==> src/rtl/ikascc_pkg.sv <==
// Shared types, widths and the 16-bit saturation helper for the SCC sound path.
package ikascc_pkg;

    localparam int SCC_SND_W = 11;
    localparam int PCM_W     = 16;

    typedef logic signed [PCM_W-1:0] pcm_t;

    // Clamp a wide signed value into the signed 16-bit PCM range.
    function automatic pcm_t sat16(input logic signed [31:0] v);
        if (v > 32'sd32767) begin
            return 16'sh7FFF;
        end else if (v < -32'sd32768) begin
            return 16'sh8000;
        end else begin
            return v[15:0];
        end
    endfunction

endpackage

==> src/rtl/ikascc_pcm_fifo.sv <==
// Small output FIFO for decimated PCM samples.
// Push and pop are both registered, there is no empty-bypass path, and dout reads 0 while empty.
module ikascc_pcm_fifo #(
    parameter int W    = 16,
    parameter int LOG2 = 2
) (
    input  logic          clk,
    input  logic          rst,
    input  logic          push,
    input  logic          pop,
    input  logic [W-1:0]  din,
    output logic [W-1:0]  dout,
    output logic          full,
    output logic          empty,
    output logic [LOG2:0] count
);

    localparam int DEPTH = 1 << LOG2;

    logic [W-1:0]    mem_q [DEPTH];
    logic [LOG2-1:0] wr_q, wr_d, rd_q, rd_d;
    logic [LOG2:0]   cnt_q, cnt_d;
    logic            do_push, do_pop;

    assign full  = (cnt_q == (LOG2+1)'(DEPTH));
    assign empty = (cnt_q == '0);
    assign count = cnt_q;
    assign dout  = empty ? '0 : mem_q[rd_q];

    // When full, a push only lands if a pop frees the head slot on the same edge.
    assign do_pop  = pop & ~empty;
    assign do_push = push & (~full | do_pop);

    // Next-state for the pointers (wrap naturally at DEPTH) and the occupancy count.
    always_comb begin
        wr_d  = wr_q + LOG2'(do_push);
        rd_d  = rd_q + LOG2'(do_pop);
        cnt_d = cnt_q + (LOG2+1)'(do_push) - (LOG2+1)'(do_pop);
    end

    // Pointer and count registers.
    always_ff @(posedge clk or posedge rst) begin
        if (rst) begin
            wr_q  <= '0;
            rd_q  <= '0;
            cnt_q <= '0;
        end else begin
            wr_q  <= wr_d;
            rd_q  <= rd_d;
            cnt_q <= cnt_d;
        end
    end

    // Storage is not reset; the count gates what is visible at dout.
    always_ff @(posedge clk) begin
        if (do_push) begin
            mem_q[wr_q] <= din;
        end
    end

endmodule

==> src/rtl/ikascc_sound_decimator.sv <==
// Box-car decimator for the SCC sound output: averages 2^DECIM_LOG2 samples,
// rescales to 16 bits with a power-of-two gain and saturation, and queues the result.
module ikascc_sound_decimator
    import ikascc_pkg::*;
#(
    parameter int DECIM_LOG2 = 6,
    parameter int GAIN_LOG2  = 0,
    parameter int FIFO_LOG2  = 2
) (
    input  logic                 i_EMUCLK,
    input  logic                 i_RST,
    input  logic                 i_MCLK_PCEN_n,
    input  logic                 i_EN,
    input  logic [SCC_SND_W-1:0] i_SOUND,
    output logic [PCM_W-1:0]     o_SAMPLE,
    output logic                 o_VALID,
    input  logic                 i_READY,
    output logic                 o_OVF,
    input  logic                 i_OVF_CLR
);

    // Accumulator is wide enough that a full window of extreme samples cannot overflow.
    localparam int AW = SCC_SND_W + DECIM_LOG2;

    logic signed [AW-1:0]   acc_q, acc_d, sum;
    logic [DECIM_LOG2-1:0]  cnt_q, cnt_d;
    logic                   push;
    logic                   ovf_q, ovf_d;
    logic signed [PCM_W-1:0] scaled;
    logic signed [31:0]     wide;
    pcm_t                   pcm;
    logic                   fifo_full, fifo_empty, pop;
    logic [FIFO_LOG2:0]     fifo_cnt;

    assign sum = acc_q + AW'($signed(i_SOUND));

    // Window sequencing: accumulate on enabled cycles, emit and restart at the last sample.
    always_comb begin
        acc_d = acc_q;
        cnt_d = cnt_q;
        push  = 1'b0;
        if (!i_EN) begin
            acc_d = '0;
            cnt_d = '0;
        end else if (!i_MCLK_PCEN_n) begin
            if (cnt_q == '1) begin
                acc_d = '0;
                cnt_d = '0;
                push  = 1'b1;
            end else begin
                acc_d = sum;
                cnt_d = cnt_q + 1'b1;
            end
        end
    end

    // Map the AW-bit sum onto 16 bits so full-scale input lands at 16-bit full scale.
    generate
        if (AW >= PCM_W) begin : g_shr
            logic signed [AW-1:0] shr;
            assign shr    = sum >>> (AW - PCM_W);
            assign scaled = shr[PCM_W-1:0];
        end else begin : g_shl
            assign scaled = {sum, {(PCM_W-AW){1'b0}}};
        end
    endgenerate

    assign wide = 32'(scaled) <<< GAIN_LOG2;
    assign pcm  = sat16(wide);

    assign pop     = ~fifo_empty & i_READY;
    assign o_VALID = |fifo_cnt;

    // Sticky overflow: set when a window result is dropped; a clear request takes priority.
    always_comb begin
        ovf_d = ovf_q;
        if (i_OVF_CLR) begin
            ovf_d = 1'b0;
        end else if (push & fifo_full & ~pop) begin
            ovf_d = 1'b1;
        end
    end

    // Accumulator, phase counter and overflow registers.
    always_ff @(posedge i_EMUCLK or posedge i_RST) begin
        if (i_RST) begin
            acc_q <= '0;
            cnt_q <= '0;
            ovf_q <= 1'b0;
        end else begin
            acc_q <= acc_d;
            cnt_q <= cnt_d;
            ovf_q <= ovf_d;
        end
    end

    assign o_OVF = ovf_q;

    ikascc_pcm_fifo #(
        .W    (PCM_W),
        .LOG2 (FIFO_LOG2)
    ) u_fifo (
        .clk   (i_EMUCLK),
        .rst   (i_RST),
        .push  (push),
        .pop   (pop),
        .din   (pcm),
        .dout  (o_SAMPLE),
        .full  (fifo_full),
        .empty (fifo_empty),
        .count (fifo_cnt)
    );

endmodule

==> config.mk <==
export PLATFORM = sky130hd
export DESIGN_NAME = ikascc_sound_decimator
export DESIGN_NICKNAME = d
export VERILOG_FILES = /design/src/rtl/ikascc_pkg.sv /design/src/rtl/ikascc_pcm_fifo.sv /design/src/rtl/ikascc_sound_decimator.sv
export SDC_FILE = /design/constraint.sdc
export NUM_CORES = 1
export LEC_CHECK = 0
export CAP_MARGIN = 20
export CORE_MARGIN = 2
export CORE_UTILIZATION = 52
export DETAILED_ROUTE_END_ITERATION = 12
export PLACE_DENSITY_LB_ADDON = 0.08
export SYNTH_ARGS = -nofsm -noshare
export SYNTH_HDL_FRONTEND = slang
export SYNTH_SLANG_ARGS = --single-unit
==> constraint.sdc <==
create_clock -name i_EMUCLK -period 8.5 [get_ports i_EMUCLK]
set_input_delay 1.7 -clock i_EMUCLK [delete_from_list [all_inputs] [get_ports i_EMUCLK]]
set_output_delay 1.7 -clock i_EMUCLK [all_outputs]
set_load 0.05 [all_outputs]
Word-level counts from Yosys, hierarchy flattened:

Memory sizes are Yosys's and may differ from the RTL's.
Cells that the tools add are included.

* magnitude comparators: 2
* mux-type cells: 16
* add/sub/neg operators: 6
* bitwise gates (word level): 9
* reductions and logical operators: 3
* equality and inequality tests: 3

Operator list (count)
* $mux W17: 3
* $mux W16: 3
* $mux W6: 3
* $add A17 B11 Y17: 1
* $gt A16 B16 Y1 const B: 1
* $lt A16 B16 Y1 const B: 1
* $mux W1: 7
* $add A6 B1 Y6 const B: 1
* $eq A6 B6 Y1 const B: 1
* $and A1 B1 Y1: 5
* $add A2 B1 Y2: 2
* $add A3 B1 Y3: 1
* $eq A3 B3 Y1 const B: 1
* $logic_not A3 Y1: 1
* $not A1 Y1: 3
* $reduce_or A3 Y1: 1
* $sub A3 B1 Y3: 1
* $ne A2 B2 Y1 const B: 1
* $reduce_bool A2 Y1: 1
* $or A1 B1 Y1: 1

* output and inout port bits: 18
* memories kept: 1
* register bits: 31
* RAM bits: 64
* logic and storage cells: 46

Memories
* u_fifo.mem_q: depth 4, width 16, rd ports 1, clocked after memory_dff 0, wr ports 1, line ikascc_pcm_fifo.sv:20 `logic [W-1:0] mem_q [DEPTH];`

Longest topological paths before layout:

* depth after elaboration: 8
* mapped depth: 10

By module:

A second synthesis with hierarchy kept.

* cell total of the unflattened synthesis: 322
* area, all modules: 4729.5 um^2

Modules (own cells, without submodules)
* ikascc_pcm_fifo: seq. area each 2097.0 um^2, area each 2920.3 um^2, cells an instance 133, instances 1
* ikascc_sound_decimator: seq. area each 600.6 um^2, area each 1809.2 um^2, cells an instance 189, instances 1

Worst setup path before layout:

Ideal clock, no wire load.

* kind: input -> register
* start point: input i_MCLK_PCEN_n
* end point: memory u_fifo.mem_q[0][0] (enable)
* cell stages on the path: 3
* library setup time: 0.409 ns
* data arrival time: 3.490 ns
* slack: 4.601 ns
* data required time: 8.091 ns
* path buffers: 0
* path through: nand2b_1 or4_1 nor3_1

* cells in the longest elaborated chain, start to end: 5

Ends and longest elaborated chain
* start: declaration: line ikascc_sound_decimator.sv:12 `input logic i_MCLK_PCEN_n,`
* $mux W1: line ikascc_sound_decimator.sv:45 `end else if (!i_MCLK_PCEN_n) begin`
* $mux W1: line ikascc_sound_decimator.sv:42 `if (!i_EN) begin`
* $and A1 B1 Y1: line ikascc_pcm_fifo.sv:32 `assign do_push = push & (~full | do_pop);`
* $mux W1: line ikascc_pcm_fifo.sv:56 `if (do_push) begin`
* $mux W1 (implied by the code): line ikascc_pcm_fifo.sv:57 `mem_q[wr_q] <= din;`
* end: declaration: line ikascc_pcm_fifo.sv:20

No other way between the ends.

Final worst setup path:

* start point: register u_fifo.rd_q[0]
* end point: output o_SAMPLE[5]

* cells in the longest elaborated chain, start to end: 2

Ends and longest elaborated chain
* start: declaration: line ikascc_pcm_fifo.sv:21 `logic [LOG2-1:0] wr_q, wr_d, rd_q, rd_d;`
* start signal: assignment: line ikascc_pcm_fifo.sv:49 `rd_q <= rd_d;`
* $mem_v2 Z4 W16
* $mux W16: line ikascc_pcm_fifo.sv:28 `assign dout = empty ? '0 : mem_q[rd_q];`
* end: declaration: line ikascc_sound_decimator.sv:15 `output logic [PCM_W-1:0] o_SAMPLE,`

No other way between the ends.

==> results.txt <==
----------------------------------------------------
[Finish]
  Post-route cell area ... between 0.005 and 0.006 mm2
  Growth of design area from synthesis to finish ... 15.2%
  Share of post-route cells with drive strength above 1 ... 11.0%
  Register area ... 0.00270 mm2
  Util after Layout ... 61.6%
  Combined area of the multi-input logic cells ... between 0.0015 and 0.002 mm2
  Antenna diodes ... 0
  Count of fill cells added during filler insertion ... just under 700
  Final net count ... 434

[Min path]
  Hold crit path type ... register to register

[GRT]
  Aggregate global-route resource usage ... between 20% and 30%
  Number of global-route vias before repair ... between 2000 and 3000
  Pin count of the biggest net entering global routing ... 32
  Initial antenna violation count ... 0
  Gr ovfl total ... 0
  First-pass GRT wire length ... between 15000 and 20000 um

[Clock network]
  Max H-tree Level ... 3
  Maximum clock insertion buffer count ... 2
  Post-cts hold buffer count ... 0
  Cts repair resizes ... 0
  Clock tree from TritonCTS ... yes
  Clock buffers created by TritonCTS ... 9
  Count of clock tree sinks ... 95
  Root buf cell ... clkbuf_8
  Number of setup buffers added after CTS ... 0
  Clock slew at the register clock pins of the worst setup and hold paths ... 0.10 ns
  Clock insertion delay at the later pin of the skew report ... 0.36 ns

[Timing]
  Max-slew violation count ... 0
  Smallest setup slack after layout ... between 4 and 5 ns
  F_max ... 229 MHz
  Unrepaired setup endpoints after global routing ... no
  Tcrit/Tclk final ... about half
  Setup violators final ... 0
  Post-layout minimum cycle time ... 4.36 ns
  Worst Max-Slew Pin Slew ... about 0.9 ns
  Max transition margin ... 39.9%
  Worst setup skew after layout ... roughly 0.011 ns
  Number of hold-slack violations in the final timing report ... 0
  Total negative slack for setup checks ... 0 ns

[Synthesis]
  Part of the Yosys area used for sequential elements ... between 50% and 60%
  Async S/R FF share, synth ... between 30% and 40%
  Register bit total from synthesis ... 95
  Summed instance area of the synthesized netlist ... roughly 0.0046 mm2
  Most frequent cell after synthesis ... edfxtp_1
  Dominant cells by area after synthesis ... edfxtp_1, dfrtp_1, mux4_2
  Post-synth cell types ... 49
  Total nets after synthesis ... about 390
  Syn. warnings ... 0
  Most frequent cells after synthesis ... edfxtp_1, nand2_1, dfrtp_1
  Mean Syn Cell Area ... ~13 um2
  Gate count of the mapped netlist ... approximately 350
  Post-synth EDFFs ... 64
  Most used flip-flop cell after synthesis ... edfxtp_1
  Cell type with the highest aggregate area in the netlist ... edfxtp_1
  Proportion of netlist area held by the largest area contributor ... approximately 41%

[Placement]
  Setup Slack @ Placement ... ~4.2 ns
  Post-detail-place hpwl ... 6480 um
  Count of port buffers added during placement ... 34
  Global placer's final weighted congestion ... approximately 0.87
  Post-place instance area ... just over 0.005 mm2

[Die]
  Effective utilization at floorplan ... between 50% and 60%
  I/O pin count ... 35
  Full die area ... around 0.0097 mm2
  Die Span X ... 98.5 um
  Overall die height ... a little under 100 um
  Area of the core region ... just under 0.009 mm2
  Cell Rows ... 34

[Pwr]
  P per Cell Area ... roughly 290 mW/mm2
  Fraction of power consumed by the clock network ... roughly a fifth
  Share of total power in sequential cells ... 38.7%
  Part of the power in combinational logic ... roughly two fifths
  Worst IR drop on VDD ... about 0.12 mV
  Switching share of power ... approximately two fifths
  Static leakage ... 2.07 nW
  Final total power ... between 1.5 and 2 mW
  Internal power of the cells ... 951 uW
  Switching power of the nets ... 598 uW

[Outcome]
  Status ... finished clean

[Drt]
  Final ANT Viol Nets ... 0
  Final routed DRC violation total ... 0
  WL per Instance ... between 15 and 20 um
  Detailed-router iteration count before antenna repair ... 6
  DRC marker count from the first detailed-route iteration ... roughly 130
  Number of vias per cell after detailed routing ... roughly 5.7
  Final WL ... approximately 9300 um
  Via total after detailed routing ... 2892

[Critical path]
  Register-to-register setup slack ... 5.95 ns
  Data required time at the worst endpoint ... around 6.8 ns
  Critical path class ... register to output port
  Crit path DAT ... between 2 and 3 ns
  Startpoint type of the worst setup path ... register
  Largest fanout on the critical path ... 9
  CP endpoint kind ... output port

[Job]
  Max-capacitance violation count ... 0

----------------------------------------------------
==> layout make-up <==
| cell class | count | area share [%] |
|---|---|---|
| Clock buffer | 10 | 2.39 |
| Clock inverter | 6 | 1.45 |
| Inverter | 13 | 0.912 |
| Multi-Input combinational cell | 233 | 34.7 |
| Sequential cell | 95 | 50.4 |
| Tap cell | 108 | 2.53 |
| Timing Repair Buffer | 42 | 7.63 |
==> placed cells by master (no fill, tap or decap), types with 2 or more instances in the layout <==
cell,instances
a211o_1,3
a211oi_1,5
a21o_1,2
a21oi_1,15
a22o_1,8
and2_1,4
buf_4,7
clkbuf_8,9
clkdlybuf4s50_1,34
dfrtp_1,31
edfxtp_1,64
fa_1,2
ha_1,21
inv_1,13
inv_8,2
mux4_2,16
nand2_1,33
nand2b_1,2
nand3_1,6
nand3b_1,2
nand4_1,10
nor2_1,18
nor2b_1,20
nor3_2,3
o211ai_1,3
o21a_1,3
o21ai_0,10
o21ai_1,6
xnor2_1,8
xor2_1,13
==> state kept, by name, summed over array words and instances (netlist names) <==
signal / flops
u_fifo.rd_q: 2
u_fifo.mem_q: 64
u_fifo.count: 3
acc_q: 17
u_fifo.wr_q: 2
o_OVF: 1
cnt_q: 6
==> cell families (layout without fill, tap and decap cells) <==
kind of cell	count (synthesis)	count (layout)	share of synthesized area, %
muxes	17	17	7.97
xor gates and xnor gates	21	21	3.96
and+or+nand+nor	106	106	11.6
adders and majority gates	23	23	6.52
AOI/OAI and AO/OA	66	66	9.62
DFF	95	95	58.1
buffers and inverters	26	71	2.21
==> worst max-delay path: stages, from the launching register on <==
cell and delay [ns]:
dfrtp_1 0.72, buf_8 0.24, mux4_2 0.51, nor2b_1 0.14, clkdlybuf4s50_1 0.69
==> power groups by stage <==
stage / Sequential [mW] / Clock, mW / Combinational (mW)
3_3_place_gp: 0.621 / 0 / 0.612
4_1_cts: 0.614 / 0.313 / 0.627
6_report: 0.600 / 0.308 / 0.642
5_1_grt: 0.607 / 0.333 / 0.686
3_5_place_dp: 0.624 / 0 / 0.626
2_1_floorplan: 0.577 / 0 / 0.483
==> worst paths after layout <==
check | start | depth (start not counted) | to
hold reg to reg | acc_q[9] | 1 | acc_q[9]
min in group asynchronous | i_RST | 3 | u_fifo.count[2]
hold / removal | acc_q[9] | 1 | acc_q[9]
setup / recovery | u_fifo.rd_q[0] | 4 | o_SAMPLE[5]
setup reg to reg | acc_q[0] | 8 | u_fifo.mem_q[1][15]
max in group asynchronous | i_RST | 3 | acc_q[11]
==> metrics by stage <==
step           hold slack [ns]  std cells
2_1_floorplan            0.453        354
3_3_place_gp             0.473        489
3_5_place_dp             0.487        490
4_1_cts                  0.511        506
5_1_grt                  0.521        507
6_report                 0.509        507
==> routing by layer <==
metal  vias to the layer above  global-route usage, %  part of all wire (%)
met3                        12                   3.12                   3.6
met4                         0                   6.95                   1.6
met5                         -                      0                     0
met2                        59                   34.3                    50
li1                       1395                      -                     -
met1                      1426                   27.5                    45
Note: power is estimated with default switching activity, not from simulation.
==> edit 1 (same flow settings) <==
`DECIM_LOG2`: 6 -> 7.
--- a/src/rtl/ikascc_sound_decimator.sv
+++ b/src/rtl/ikascc_sound_decimator.sv
@@ -4,5 +4,5 @@
     import ikascc_pkg::*;
 #(
-    parameter int DECIM_LOG2 = 6,
+    parameter int DECIM_LOG2 = 7,
     parameter int GAIN_LOG2  = 0,
     parameter int FIFO_LOG2  = 2
Behaviour: no difference found for any inputs over 10 cycles, from zero or initial values and one cycle with i_RST high; that may be too few to reach the edited logic, so the function may still have changed.
==> edit 1 against the original RTL <==
Clock skew about the same; setup slack better by 0.12 ns; critical path type unchanged; routed wire length down 4.1%; core utilization down 1.2 points; non-clock buffer count down 2; first-iteration DRC count down 8.4%; design area up 3.3%; final cell count up 0.39%; via count down 0.21%; synthesized area up 4.7%; largest cell class unchanged; sequential cell count up 2; total power up 1.4%; worst hold slack better by 0.0049 ns.
==> edit 1: results (changes against the original RTL) <==
GRT
  – M1 GR Usage: 27.8% (was 27.5%)
  – Largest net degree at the start of global routing: 34 (was 32)
  – Met3 Track Usage GR: 2.70% (was 3.12%)
  – Met2 Use GR: 29.2% (was 34.3%)
  – Vias in the first global route: 2829 (was 2996)

Routing
  – Met1 Routed Length: 4470 um (was 4170 um)
  – Initial DRC count: 120 (was 131)
  – Total Routed Length: 8900 um (was 9280 um)
  – Met3 WL: 193 um (was 337 um)
  – Met2 WL: 4140 um (was 4620 um)
  – Via/cell ratio: 5.67 (was 5.70)

Worst hold path
  – Hold path start: acc_q[12] (was acc_q[9])
  – Hold WC Path Type: flip-flop to flip-flop (unchanged)
  – Hold path depth: 2 (was 1)

Placed design
  – Setup WS pre-CTS: 4.07 ns (was 4.18 ns)
  – Dpl hpwl: 6120 um (was 6480 um)
  – Final Wtd Congestion: 0.857 (was 0.875)

STA
  – Tmin final: 4.24 ns (was 4.36 ns)
  – Setup Skew: 0.0113 ns (was 0.0112 ns)

Worst setup path
  – Reg-to-reg setup timing slack: 5.93 ns (was 5.95 ns)
  – R2R Path End: u_fifo.mem_q[2][12] (was u_fifo.mem_q[1][15])
  – CP arrival: 2.54 ns (was 2.66 ns)
  – Largest delay share family, worst path: flip-flops (was buffers and inverters)
  – Critical path's largest stage delay: 0.86 ns (was 0.72 ns)
  – FF-to-FF path depth: 9 (was 8)
  – Crit Path Max Fanout: 17 (was 9)

Final layout
  – Share of cells above drive strength 1: 13.3% (was 11.0%)
  – Fill count: 706 (was 695)
  – Biggest regs: u_fifo.mem_q (64), acc_q (18), cnt_q (7) (was u_fifo.mem_q (64), acc_q (17), cnt_q (6))

Power
  – Internal power: 958 uW (was 951 uW)
  – Peak VDD IR: 0.143 mV (was 0.121 mV)
  – Leak: 0.00209 uW (was 0.00207 uW)

Synth
  – Synth Area in Adders: 6.48% (was 6.52%)
  – Main area contributors after synthesis: edfxtp_1 40%, dfrtp_1 17%, mux4_2 7.4%, ha_1 5.7%, nor2b_1 3.1% (was edfxtp_1 41%, dfrtp_1 17%, mux4_2 7.8%, ha_1 5.7%, nor2b_1 2.7%)
  – Share of flip-flops with an asynchronous set or reset: 34.0% (was 32.6%)
  – Sequential element share of the synthesized area: 56.5% (was 58.1%)
  – Synth cell types: 60 (was 49)
  – Compound-cell area share of the yosys netlist: 12.6% (was 9.62%)
  – Mux contribution to synthesized area: 8.05% (was 7.97%)
  – Syn nets: 395 (was 394)
  – Top post-synthesis cells by count: 64 x edfxtp_1, 33 x dfrtp_1, 24 x nor2b_1 (was 64 x edfxtp_1, 33 x nand2_1, 31 x dfrtp_1)

Clock network
  – Post-cts resize count: 0 (unchanged)

Status
  – Status: complete, no violations (unchanged)
-- edit 1: cell count changes after synthesis, moves of 4 or more --
cell      delta
xnor2_1      +5
nor2b_1      +4
xor2_1       -7
nand4_1      -9
a22o_1       +4
a21boi_0     +5
nand2_1     -16
nor2_1       -4
-- edit 1: kinds of logic (layout without fill, tap and decap cells) --
family	count (synthesis)	in the layout
AOI/OAI and AO/OA	80	80
xor gates and xnor gates	19	19
adders and majority gates	24	24
buffers and inverters	27	71
DFF	97	97
muxes	19	19
and+or+nand+nor	88	88
-- edit 1: cell type report --
type                       instances  area share (%)
timing repair buffer              40            7.40
tap                              111            2.51
clock inverter                     7            1.09
sequential                        97            49.7
clock buffer                       9            2.24
multi-input combinational        230            36.0
inverter                          15            1.02
-- edit 1: stage by stage --
stage	instances	utilization [%]	area [sq um]	hold slack, ns
3_3_place_gp	491	58.0	5310	0.487
5_1_grt	509	60.4	5530	0.540
6_report	509	60.4	5530	0.514
4_1_cts	507	60.0	5490	0.523
3_5_place_dp	491	58.0	5310	0.495
2_1_floorplan	354	-	4860	0.469
-- edit 1: how the worst max path moves through the flow --
| stage | endpoint | cells after the start | start |
|---|---|---|---|
| floorplan | u_fifo.mem_q[1][0] | 4 | i_MCLK_PCEN_n |
| global placement | acc_q[17] | 8 | i_SOUND[10] |
| detailed placement | u_fifo.mem_q[1][15] | 8 | i_SOUND[10] |
| CTS | o_SAMPLE[13] | 3 | u_fifo.rd_q[0] |
| global route | o_SAMPLE[13] | 3 | u_fifo.rd_q[1] |
| finish | o_SAMPLE[13] | 3 | u_fifo.rd_q[1] |
-- edit 1: power by group through the flow --
stage,logic [uW],registers [uW],clock network (uW)
after CTS,648,628,292
after global placement,637,638,0
after floorplan,510,590,0
after global routing,729,617,312
after detailed placement,647,637,0
final,679,610,282
==> edit 2 (config.mk and constraints unchanged) <==
Without the edit above. Reset style: synchronous (`i_RST` and `rst`), changed in 2 clocked blocks.
--- a/src/rtl/ikascc_pcm_fifo.sv
+++ b/src/rtl/ikascc_pcm_fifo.sv
@@ -40,5 +40,5 @@
 
     // Pointer and count registers.
-    always_ff @(posedge clk or posedge rst) begin
+    always_ff @(posedge clk) begin
         if (rst) begin
             wr_q  <= '0;
--- a/src/rtl/ikascc_sound_decimator.sv
+++ b/src/rtl/ikascc_sound_decimator.sv
@@ -83,5 +83,5 @@
 
     // Accumulator, phase counter and overflow registers.
-    always_ff @(posedge i_EMUCLK or posedge i_RST) begin
+    always_ff @(posedge i_EMUCLK) begin
         if (i_RST) begin
             acc_q <= '0;
Check against the original RTL: no difference found for any inputs over 10 cycles, from zero or initial values and one cycle with i_RST high; that may be too few to reach the edited logic, so the function may still have changed.
==> edit 2 against the original RTL <==
Critical path depth unchanged; via count down 10%; synthesized area down 4.9%; die area down 4.7%; setup slack worse by 0.0058 ns; total power down 12%; fmax down 0.13%; routed wire length down 18%; global-route usage down 2.3 points; design area down 3.9%; sequential cell count unchanged; count of clock-buffer cells in the layout up 5; largest cell class unchanged; largest power group is now registers; highest routed layer unchanged.
==> edit 2: results (changes against the original RTL) <==
Placed design
  – Final Wtd Congestion: 0.882 (was 0.875)
  – Dpl hpwl: 5450 um (was 6480 um)
  – DP Area: 4910 sq um (was 5130 sq um)
  – IO buf count: 34 (unchanged)
  – Dpl cells: 467 (was 490)
  – Setup WS pre-CTS: 4.10 ns (was 4.18 ns)

Clock network
  – Clk pin slew, worst setup/hold paths: 0.09 ns
  – Clk_lat worst skew: 0.35 ns
  – Root Buffer: clkbuf_8 (unchanged)
  – CTS Buf Count: 9 (unchanged)
  – Postcts setup bufs: 0 (unchanged)
  – Post-cts resize count: 0 (unchanged)
  – H-tree depth: 3 (unchanged)
  – Maximum clock path buffer count: 2 (unchanged)

Worst setup path
  – CP arrival: 2.67 ns (was 2.66 ns)
  – Slowest CP cell: dfxtp_1 (was dfrtp_1)
  – Crit Path Max Fanout: 10 (was 9)
  – Critical path's largest stage delay: 0.74 ns (was 0.72 ns)
  – Largest delay share family, worst path: buffers and inverters (unchanged)

Synth
  – Sequential element share of the synthesized area: 57.6% (was 58.1%)
  – Post-synth EDFFs: 64 (unchanged)
  – Synth Warn #: 0 (unchanged)
  – Main area contributors after synthesis: edfxtp_1 44%, dfxtp_1 14%, mux4_2 8.2%, ha_1 5.9%, nor2b_1 3.7% (was edfxtp_1 41%, dfrtp_1 17%, mux4_2 7.8%, ha_1 5.7%, nor2b_1 2.7%)
  – Share of flip-flops with an asynchronous set or reset: 0% (was 32.6%)
  – Top post-synthesis cells by count: 64 x edfxtp_1, 31 x dfxtp_1, 30 x nor2_1 (was 64 x edfxtp_1, 33 x nand2_1, 31 x dfrtp_1)
  – Syn nets: 373 (was 394)
  – Gate Count Post-Synth: 333 (was 354)
  – Synth cell types: 47 (was 49)

GRT
  – Vias in the first global route: 2449 (was 2996)
  – First-pass GRT wire length: 12400 um (was 15300 um)
  – GRT Total Usage: 18.1% (was 20.4%)
  – Antenna violations before repair: 0 (unchanged)
  – Largest net degree at the start of global routing: 19 (was 32)

Routing
  – TritonRoute pass-1 iters: 4 (was 6)
  – Wire per inst: 15.7 um (was 18.3 um)
  – Via/cell ratio: 5.37 (was 5.70)
  – Initial DRC count: 99 (was 131)
  – Vias: 2597 (was 2892)

Final layout
  – Share of cells above drive strength 1: 13.7% (was 11.0%)
  – Fin nets: 414 (was 434)
  – Biggest regs: u_fifo.mem_q (64), acc_q (17), cnt_q (6) (unchanged)
  – # diodes: 0 (unchanged)

Worst hold path
  – Hold WC Path Type: flip-flop to flip-flop (unchanged)

Power
  – Leak: 0.00183 uW (was 0.00207 uW)
  – Sw frac: 34.8% (was 38.6%)
  – Peak VDD IR: 0.0969 mV (was 0.121 mV)

STA
  – Slew HR: 43.1% (was 39.9%)
  – Setup Skew: 0.0156 ns (was 0.0112 ns)

Status
  – Status: complete, no violations (unchanged)
-- edit 2: cell count changes after synthesis, moves of 7 or more --
cell and delta:
nand2_1 -17, nand4_1 -10, nor2_1 +12, xnor2_1 +7
dfxtp_1 +31, dfrtp_1 -31, a22oi_1 +7
-- edit 2: worst paths after layout --
check,startpoint,to,slack (ns),cells after the start
min reg2reg,acc_q[10],acc_q[10],0.48,1
min,acc_q[10],acc_q[10],0.48,1
max reg2reg,acc_q[0],u_fifo.mem_q[1][15],5.95,10
max,u_fifo.rd_q[0],o_SAMPLE[14],4.13,4
-- edit 2: area by class of cell --
type | count | area, sq um
Clock buffer | 15 | 209
Clock inverter | 1 | 7.51
Fill cell | 645 | 3080
Inverter | 11 | 41.3
Multi-Input combinational cell | 218 | 1810
Sequential cell | 95 | 2540
Tap cell | 105 | 131
Timing Repair Buffer | 39 | 402
-- edit 2: power groups by stage --
stage                     clock network [uW]  logic [uW]  registers, uW
after floorplan                            0         374            533
after global routing                     331         552            546
after CTS                                311         509            543
final                                    302         511            542
after global placement                     0         477            563
after detailed placement                   0         509            554
-- edit 2: layer usage --
layer  share of wire [%]  wire [um]  GRT usage (%)  vias up
met5                   0          0              0        -
met4                0.74         56           6.43        0
met3                 3.0        230           3.52        4
met2                  45       3420           26.6       38
met1                  51       3870           27.0     1247
li1                    -          -              -     1308
-- edit 2: cells by family (layout without fill, tap and decap cells) --
| family | after synthesis | count (layout) | synth area share [%] |
|---|---|---|---|
| buffers and inverters | 20 | 66 | 1.76 |
| AO/OA/AOI/OAI | 57 | 57 | 9.60 |
| flip-flops | 95 | 95 | 57.6 |
| XOR/XNOR | 22 | 22 | 4.36 |
| AND/OR/NAND/NOR | 99 | 99 | 11.5 |
| adder cells (fa/ha/maj) | 23 | 23 | 6.86 |
| multiplexers | 17 | 17 | 8.39 |
